==> config.mk <==
export PLATFORM = sky130hd
export DESIGN_NAME = multi_channel_watchdog
export DESIGN_NICKNAME = d
export VERILOG_FILES = /design/src/rtl/multi_channel_watchdog.sv
export SDC_FILE = /design/constraint.sdc
export NUM_CORES = 1
export LEC_CHECK = 0
export CORE_ASPECT_RATIO = 1.25
export CORE_UTILIZATION = 55
export CTS_CLUSTER_DIAMETER = 30
export CTS_CLUSTER_SIZE = 30
export DETAILED_ROUTE_END_ITERATION = 16
export PLACE_DENSITY_LB_ADDON = 0.1
export SYNTH_ARGS = -nofsm -noshare
export SYNTH_HDL_FRONTEND = slang
export SYNTH_SLANG_ARGS = --single-unit
==> constraint.sdc <==
create_clock -name clk -period 6.2 [get_ports clk]
set_clock_uncertainty 0.15 [all_clocks]
set_input_delay 1.24 -clock clk [delete_from_list [all_inputs] [get_ports clk]]
set_output_delay 1.24 -clock clk [all_outputs]
set_load 0.01 [all_outputs]
==> src/rtl/multi_channel_watchdog.sv <==
// N-channel heartbeat watchdog with warning, timeout, early-kick window
// and one shared fixed-width force_reset pulse toward the reset controller.
module multi_channel_watchdog #(
    parameter int NUM_CH             = 4,
    parameter int CNT_W              = 32,
    parameter int WARN_CYCLES        = 1000,
    parameter int TIMEOUT_CYCLES     = 1500,
    parameter int WINDOW_MIN         = 0,
    parameter int RESET_PULSE_CYCLES = 16
) (
    input  logic              clk,
    input  logic              rstn,
    input  logic [NUM_CH-1:0] enable,
    input  logic [NUM_CH-1:0] heartbeat,
    input  logic [NUM_CH-1:0] clear,
    output logic [NUM_CH-1:0] warning,
    output logic [NUM_CH-1:0] triggered,
    output logic [NUM_CH-1:0] early_kick,
    output logic              force_reset,
    output logic              any_fault
);

    if (NUM_CH < 1 || NUM_CH > 16) begin : g_bad_ch
        $error("multi_channel_watchdog: NUM_CH out of range");
    end
    if (WINDOW_MIN < 0 || WINDOW_MIN >= WARN_CYCLES ||
        WARN_CYCLES >= TIMEOUT_CYCLES) begin : g_bad_order
        $error("multi_channel_watchdog: need WINDOW_MIN < WARN < TIMEOUT");
    end
    if (CNT_W < 32 &&
        longint'(TIMEOUT_CYCLES) >= (longint'(1) << CNT_W)) begin : g_bad_w
        $error("multi_channel_watchdog: TIMEOUT_CYCLES exceeds CNT_W");
    end
    if (RESET_PULSE_CYCLES < 1) begin : g_bad_pulse
        $error("multi_channel_watchdog: RESET_PULSE_CYCLES must be >= 1");
    end

    typedef enum logic [1:0] {
        DISABLED,
        RUNNING,
        WARNING,
        TRIGGERED
    } state_t;

    localparam bit WIN_EN = (WINDOW_MIN > 0);
    // Compare against 1 when disabled so the comparison never folds to a constant
    localparam logic [CNT_W-1:0] WIN_VAL   = CNT_W'(WIN_EN ? WINDOW_MIN : 1);
    localparam logic [CNT_W-1:0] WARN_LAST = CNT_W'(WARN_CYCLES - 1);
    localparam logic [CNT_W-1:0] TO_LAST   = CNT_W'(TIMEOUT_CYCLES - 1);
    localparam int               PULSE_W   = $clog2(RESET_PULSE_CYCLES + 1);
    localparam logic [PULSE_W-1:0] PULSE_LAST = PULSE_W'(RESET_PULSE_CYCLES - 1);

    state_t           state_q [NUM_CH];
    state_t           state_d [NUM_CH];
    logic [CNT_W-1:0] cnt_q   [NUM_CH];
    logic [CNT_W-1:0] cnt_d   [NUM_CH];

    logic [NUM_CH-1:0]  warn_d;
    logic [NUM_CH-1:0]  trig_d;
    logic [NUM_CH-1:0]  early_d;
    logic [PULSE_W-1:0] pcnt_q;
    logic [PULSE_W-1:0] pcnt_d;
    logic               force_d;
    logic               rise;

    always_comb begin
        for (int i = 0; i < NUM_CH; i++) begin
            state_d[i] = state_q[i];
            cnt_d[i]   = cnt_q[i];
            trig_d[i]  = clear[i] ? 1'b0 : triggered[i];
            early_d[i] = clear[i] ? 1'b0 : early_kick[i];
            case (state_q[i])
                DISABLED: begin
                    cnt_d[i] = '0;
                    if (enable[i]) state_d[i] = RUNNING;
                end
                RUNNING, WARNING: begin
                    if (!enable[i]) begin
                        state_d[i] = DISABLED;
                        cnt_d[i]   = '0;
                    end else if (heartbeat[i] && WIN_EN &&
                                 cnt_q[i] < WIN_VAL) begin
                        state_d[i] = TRIGGERED;
                        trig_d[i]  = 1'b1;
                        early_d[i] = 1'b1;
                    end else if (heartbeat[i]) begin
                        state_d[i] = RUNNING;
                        cnt_d[i]   = '0;
                    end else if (cnt_q[i] == TO_LAST) begin
                        state_d[i] = TRIGGERED;
                        trig_d[i]  = 1'b1;
                    end else if (cnt_q[i] == WARN_LAST) begin
                        state_d[i] = WARNING;
                        cnt_d[i]   = cnt_q[i] + 1'b1;
                    end else begin
                        cnt_d[i]   = cnt_q[i] + 1'b1;
                    end
                end
                TRIGGERED: begin
                    if (clear[i]) begin
                        state_d[i] = enable[i] ? RUNNING : DISABLED;
                        cnt_d[i]   = '0;
                    end else if (!enable[i]) begin
                        state_d[i] = DISABLED;
                        cnt_d[i]   = '0;
                    end
                end
                default: begin
                    state_d[i] = DISABLED;
                    cnt_d[i]   = '0;
                end
            endcase
            warn_d[i] = (state_d[i] == WARNING);
        end
    end

    // A pulse runs to completion; only a trigger seen after it ends re-arms it
    assign rise = |(trig_d & ~triggered);

    always_comb begin
        force_d = 1'b0;
        pcnt_d  = '0;
        if (force_reset && pcnt_q != '0) begin
            force_d = 1'b1;
            pcnt_d  = pcnt_q - 1'b1;
        end else if (rise) begin
            force_d = 1'b1;
            pcnt_d  = PULSE_LAST;
        end
    end

    always_ff @(posedge clk or negedge rstn) begin
        if (!rstn) begin
            for (int i = 0; i < NUM_CH; i++) begin
                state_q[i] <= DISABLED;
                cnt_q[i]   <= '0;
            end
            warning     <= '0;
            triggered   <= '0;
            early_kick  <= '0;
            force_reset <= 1'b0;
            pcnt_q      <= '0;
            any_fault   <= 1'b0;
        end else begin
            for (int i = 0; i < NUM_CH; i++) begin
                state_q[i] <= state_d[i];
                cnt_q[i]   <= cnt_d[i];
            end
            warning     <= warn_d;
            triggered   <= trig_d;
            early_kick  <= early_d;
            force_reset <= force_d;
            pcnt_q      <= pcnt_d;
            any_fault   <= |(triggered | early_kick);
        end
    end

endmodule

Word level (Yosys, flattened, before mapping)
Index checks and enable logic that the tools add are counted.
{"block": "classes", "n_addsub": 5, "n_eq_ne": 32, "mux": 84, "n_bitwise": 2, "n_reduce_logical": 16}
{"operator": "$mux W32", "n": 20}
{"operator": "$pmux W32 S3", "n": 4}
{"operator": "$add A32 B1 Y32 const B", "n": 4}
{"operator": "$eq A32 B10 Y1 const B", "n": 4}
{"operator": "$eq A32 B11 Y1 const B", "n": 4}
{"operator": "$mux W2", "n": 28}
{"operator": "$mux W1", "n": 26}
{"operator": "$eq A2 B2 Y1 const B", "n": 12}
{"operator": "$pmux W2 S3", "n": 4}
{"operator": "$ne A4 B4 Y1 const B", "n": 4}
{"operator": "$ne A3 B3 Y1 const B", "n": 4}
{"operator": "$eq A2 B1 Y1 const B", "n": 4}
{"operator": "$logic_not A2 Y1", "n": 4}
{"operator": "$reduce_and A2 Y1", "n": 4}
{"operator": "$reduce_or A2 Y1", "n": 4}
{"operator": "$reduce_or A4 Y1", "n": 2}
{"operator": "$mux W5", "n": 1}
{"operator": "$reduce_bool A5 Y1", "n": 1}
{"operator": "$sub A5 B1 Y5 const B", "n": 1}
{"operator": "$and A4 B4 Y4", "n": 1}
{"operator": "$mux W4", "n": 1}
{"operator": "$not A4 Y4", "n": 1}
{"operator": "$logic_and A1 B1 Y1", "n": 1}
{"block": "word_totals", "register_bits": 151, "inputBits": 14, "word_cells": 152}

Logic depth before layout (Yosys ltp)
{"block": "depth", "depth_word": 9, "depth_mapped": 10, "ltp_nobuf": 7}

Worst setup path after synthesis
No wires, ideal clock.
{"block": "synth_path", "path_type": "input to register", "from": "in enable[1]", "to": "reg cnt_q[81] in the netlist's numbering", "arrival_ps": 2871, "t_required_ps": 5973, "path_slack_ps": 3102, "stages": 8, "cell_sequence": "clkbuf_1 nand2_1 or2_2 clkbuf_1 nor4_4 buf_6 or4_2 a21oi_2"}
{"block": "synth_via", "elab_chain_len": 2, "word_cells_on_any_way": 5, "classes_between": "2 x eq/ne; 2 x mux; 1 x reduce/logical"}
{"item": "start, declared", "line_no": "13", "source": "input logic [NUM_CH-1:0] enable,"}
{"item": "$mux W32, or another cell as far along", "line_no": "78", "source": "if (!enable[i]) begin"}
{"item": "$pmux W32 S3 / $reduce_and A2 Y1 (equally long branches)"}
{"item": "end signal, assigned by index", "line_no": "147", "source": "cnt_q[i] <= cnt_d[i];"}
{"item": "end, declared", "line_no": "55", "source": "logic [CNT_W-1:0] cnt_q [NUM_CH];"}
Parallel ways exist; a longest one is shown, timed or not.
A chain may end at the register's enable or synchronous reset.

Worst setup path after layout
{"block": "layout_path", "from": "in enable[3]", "to": "reg cnt_q[28] in the netlist's numbering"}
Same word-level chain as after synthesis.

==> results <==
- Before antenna repair, the detailed router went through 5 iterations.
- The data arrival time of the critical path is ~3.6 ns.
- The critical path buffer and inverter count is 1.
- For the finished layout, the period the worst path requires is ~3.4 ns.
- The tree built by TritonCTS fans out to roughly 150 sinks.
- The clock latency reported for the late side of the worst-skew pair is around 0.43 ns.
- In the routed design, unresolved DRC markers number 0.
- The total of warnings raised by yosys is 0.
- The critical path capture point type is a register.
- The root cell of the clock tree is sky130_fd_sc_hd__clkbuf_16.
- The power density of the placed cells is between 200 and 250 nW/um2.
- The synthesized netlist occupies a cell area of 8800 um2.
- After the last flow step, the layout net total stands at between 1000 and 1500.
- The detail route stage leaves a number of antenna-violating nets equal to 0.
- The clock slew at the register clock pins of the worst setup and hold paths is 0.06 ns.
- The highest clock frequency the design can meet is 292 MHz.
- STA puts the critical path data required time at approximately 6.4 ns.
- The path type of the worst min-delay path is register to register.
- Of all nets on the critical path, the largest fanout is 17.
- The final-report max-slew violation count came to 0.
- The flow ran to the end, and the final reports show no timing, DRC or antenna violations.
- The sequential-to-total area share from yosys stat is roughly 43%.
- After detailed routing, the average wire length per cell comes to between 15 and 20 um.
- The final route contains between 7000 and 8000 vias.
- Setup repair after global routing left no endpoint under its margin.
- The routability congestion estimate is ~0.81.
- The slowest stage of the critical path is the sky130_fd_sc_hd__or4_1 cell.
- The global-route total usage across every layer is 26.1%.
- After synthesis, the share of flip-flops with an asynchronous set or reset is 100%.
- Entering global routing, the biggest net connects ~110 pins.
- The worst-case register-to-register setup slack is 3.01 ns.
- Pin placement for this block handled 28 I/O pins.
- The initial core utilization is roughly 56%.
- The number of DRC violations after detailed-routing iteration 0 is around 620.
- IR analysis of the VDD net gives a maximum drop of around 0.00023 V.
- In this run the static leakage power is between 3 and 4 nW.
- Synthesis instantiated 70 different standard cells from the library.
- The post-synthesis cell count is 977.
- The floorplan step set the die width to around 120 um.
- Hold repair after CTS inserted 0 buffers.
- In this run the mean area of a mapped cell was 9.01 um2.
- The wire length reported by the detailed router is 20000 um.
- The area growth from synthesis to layout is 11.1%.
- For the pin with the worst max-slew slack, the measured transition is between 1 and 1.5 ns.
- The initialized floorplan defines 51 standard-cell rows.
- The number of antenna violations at the first check in global routing was 0.
- The number of hold violations in the final report is 0.
- Headroom to the max-slew limit came out at 27.3%.
- The setup path with the least slack is of type input pin to register.
- Gates resized during post-CTS repair numbered 0.
- Adding up every negative setup slack in the final design gives 0 ns.
- TritonCTS built the clock tree.
- The repair_antennas step left the layout with diodes totalling 0.
- Leaving out filler cells and counting taps, the final layout contains roughly 1200.
- The critical path launch point type is an input pin.
- After floorplanning, the core was sized to cover between 15000 and 20000 um2.
- The instance count after placement with tap cells included is about 1200.
- Total power for the finished layout comes to 2.42 mW.
- Port buffering added 23 buffers.
- The library cell used most frequently in the layout, excluding fill and tap cells, is sky130_fd_sc_hd__dfrtp_1.
- The critical path's largest stage delay is 0.79 ns.
- The post-route fraction of the period consumed by the critical path is between 50% and 60%.
- The maximum number of buffers from clock root to sink is 2.
- The number of global-route vias before repair is 7103.
- The placed cell area is just over 9000 um2.
- The flip-flop and latch count after synthesis is 151.
- The number of flops mapped to enable cells by yosys is 0.
- The depth of the CTS H-tree is 4.
- Max-cap violations in this run came to 0.
- The cell class contributing the biggest share of worst-path delay is simple AND/OR/NAND/NOR gates.
- Among all flip-flop cells after synthesis, the most frequent one is sky130_fd_sc_hd__dfrtp_1.
- The number of setup buffers added after CTS is 0.
- Of the cells placed in the final design, the portion with a size suffix greater than 1 is just over 8%.
- The overflow left after global routing is 0.
- The ratio of routed vias to standard cells is around 6.2.
- Fill cells in the final layout number 1348.
- The area enclosed by the die boundary is about 17000 um2.
- The detailed-placement wirelength estimate is ~13000 um.
- The total clock buffers created by CTS is 17.
- In the layout the commonest cells are sky130_fd_sc_hd__dfrtp_1 (151), sky130_fd_sc_hd__nor2_1 (85), sky130_fd_sc_hd__nand2_1 (67).
- The chip height is between 100 and 150 um.
- The final setup violation count is 0.
- With fillers left out, the area of the finished cells amounts to approximately 9800 um2.
- Traced cell by cell, the critical path runs through clkdlybuf4s50_1 > and3b_1 > or4_1 > or4_1 > a21oi_1.
- The first-pass GRT wire length is 34400 um.
- In this design, the critical path's most frequently occurring cell is sky130_fd_sc_hd__or4_1.
-- per-stage QoR --
step / worst slack, ns / hold slack [ns] / utilization, %
floorplan: 3.10 / 0.318 / -
global placement: 2.38 / 0.342 / 58.4
detailed placement: 2.32 / 0.351 / 58.4
CTS: 2.79 / 0.358 / 62.5
global route: 2.48 / 0.378 / 62.5
finish: 2.77 / 0.356 / 62.5
-- routing by layer --
layer  vias up  wire length [um]  global-route usage (%)  share of wire, %
met4         0               388                    9.91               1.9
met1      3662              9190                    33.8                46
met5         -                 0                       0                 0
met2       110              9990                    43.9                50
li1       3676                 -                       -                 -
met3        33               464                    4.09               2.3
-- cells in the mapped netlist, drive strengths merged, types with 13 or more instances --
cell	instances	area (um2)
ha	13	163
nor4	36	253
nor2	85	319
nand4	50	313
dfrtp	151	3780
a21oi	58	328
and3	19	120
or4	40	315
nand3	56	280
and4	15	131
xor2	14	123
o21ai	52	268
nand2	67	251
clkbuf	34	130
o31ai	41	308
nor3	33	170
inv	28	105
buf	14	115
xnor2	37	324
or3	20	126
-- sequential cells by signal, indices dropped and copies added, names as in the netlist --
signal and cells:
any_fault 1, cnt_q 128, force_reset 1, pcnt_q 5, state_q 8, triggered 4
warning 4
-- cell families (layout without fill, tap and decap cells) --
kind of cell	after synthesis	count (layout)	synth area share (%)
AO/OA/AOI/OAI	199	199	14.5
buffers and inverters	76	89	3.98
AND/OR/NAND/NOR	478	478	30.7
multiplexers	8	8	0.924
flip-flops	151	151	42.9
adder cells (fa/ha/maj)	13	13	1.85
other	1	4	0.0426
XOR/XNOR	51	51	5.08
-- cell type report --
| cell class | count | area (um2) | area share, % |
|---|---|---|---|
| multi-input combinational | 753 | 4700 | 48.1 |
| sequential | 151 | 3780 | 38.7 |
| clock buffer | 22 | 464 | 4.75 |
| timing repair buffer | 30 | 284 | 2.91 |
| tap | 212 | 265 | 2.71 |
| clock inverter | 9 | 173 | 1.77 |
| inverter | 28 | 105 | 1.08 |
-- where the power goes --
| part | switching [mW] | total (mW) | internal (mW) |
|---|---|---|---|
| Combinational | 0.161 | 0.256 | 0.0949 |
| Sequential | 0.0192 | 1.02 | 1.00 |
| Clock | 0.406 | 1.14 | 0.731 |
| Total | 0.586 | 2.42 | 1.83 |
-- path summary, 6_finish.rpt --
path / from / to / cells past startpoint
max in group asynchronous: rstn / cnt_q[46] / 2
worst min-delay path: pcnt_q[0] / pcnt_q[0] / 1
worst max-delay path: enable[3] / cnt_q[28] / 5
worst min register to register: pcnt_q[0] / pcnt_q[0] / 1
min in group asynchronous: rstn / cnt_q[39] / 1
worst max register to register: cnt_q[32] / pcnt_q[3] / 6
(Power assumes the default switching activity.)
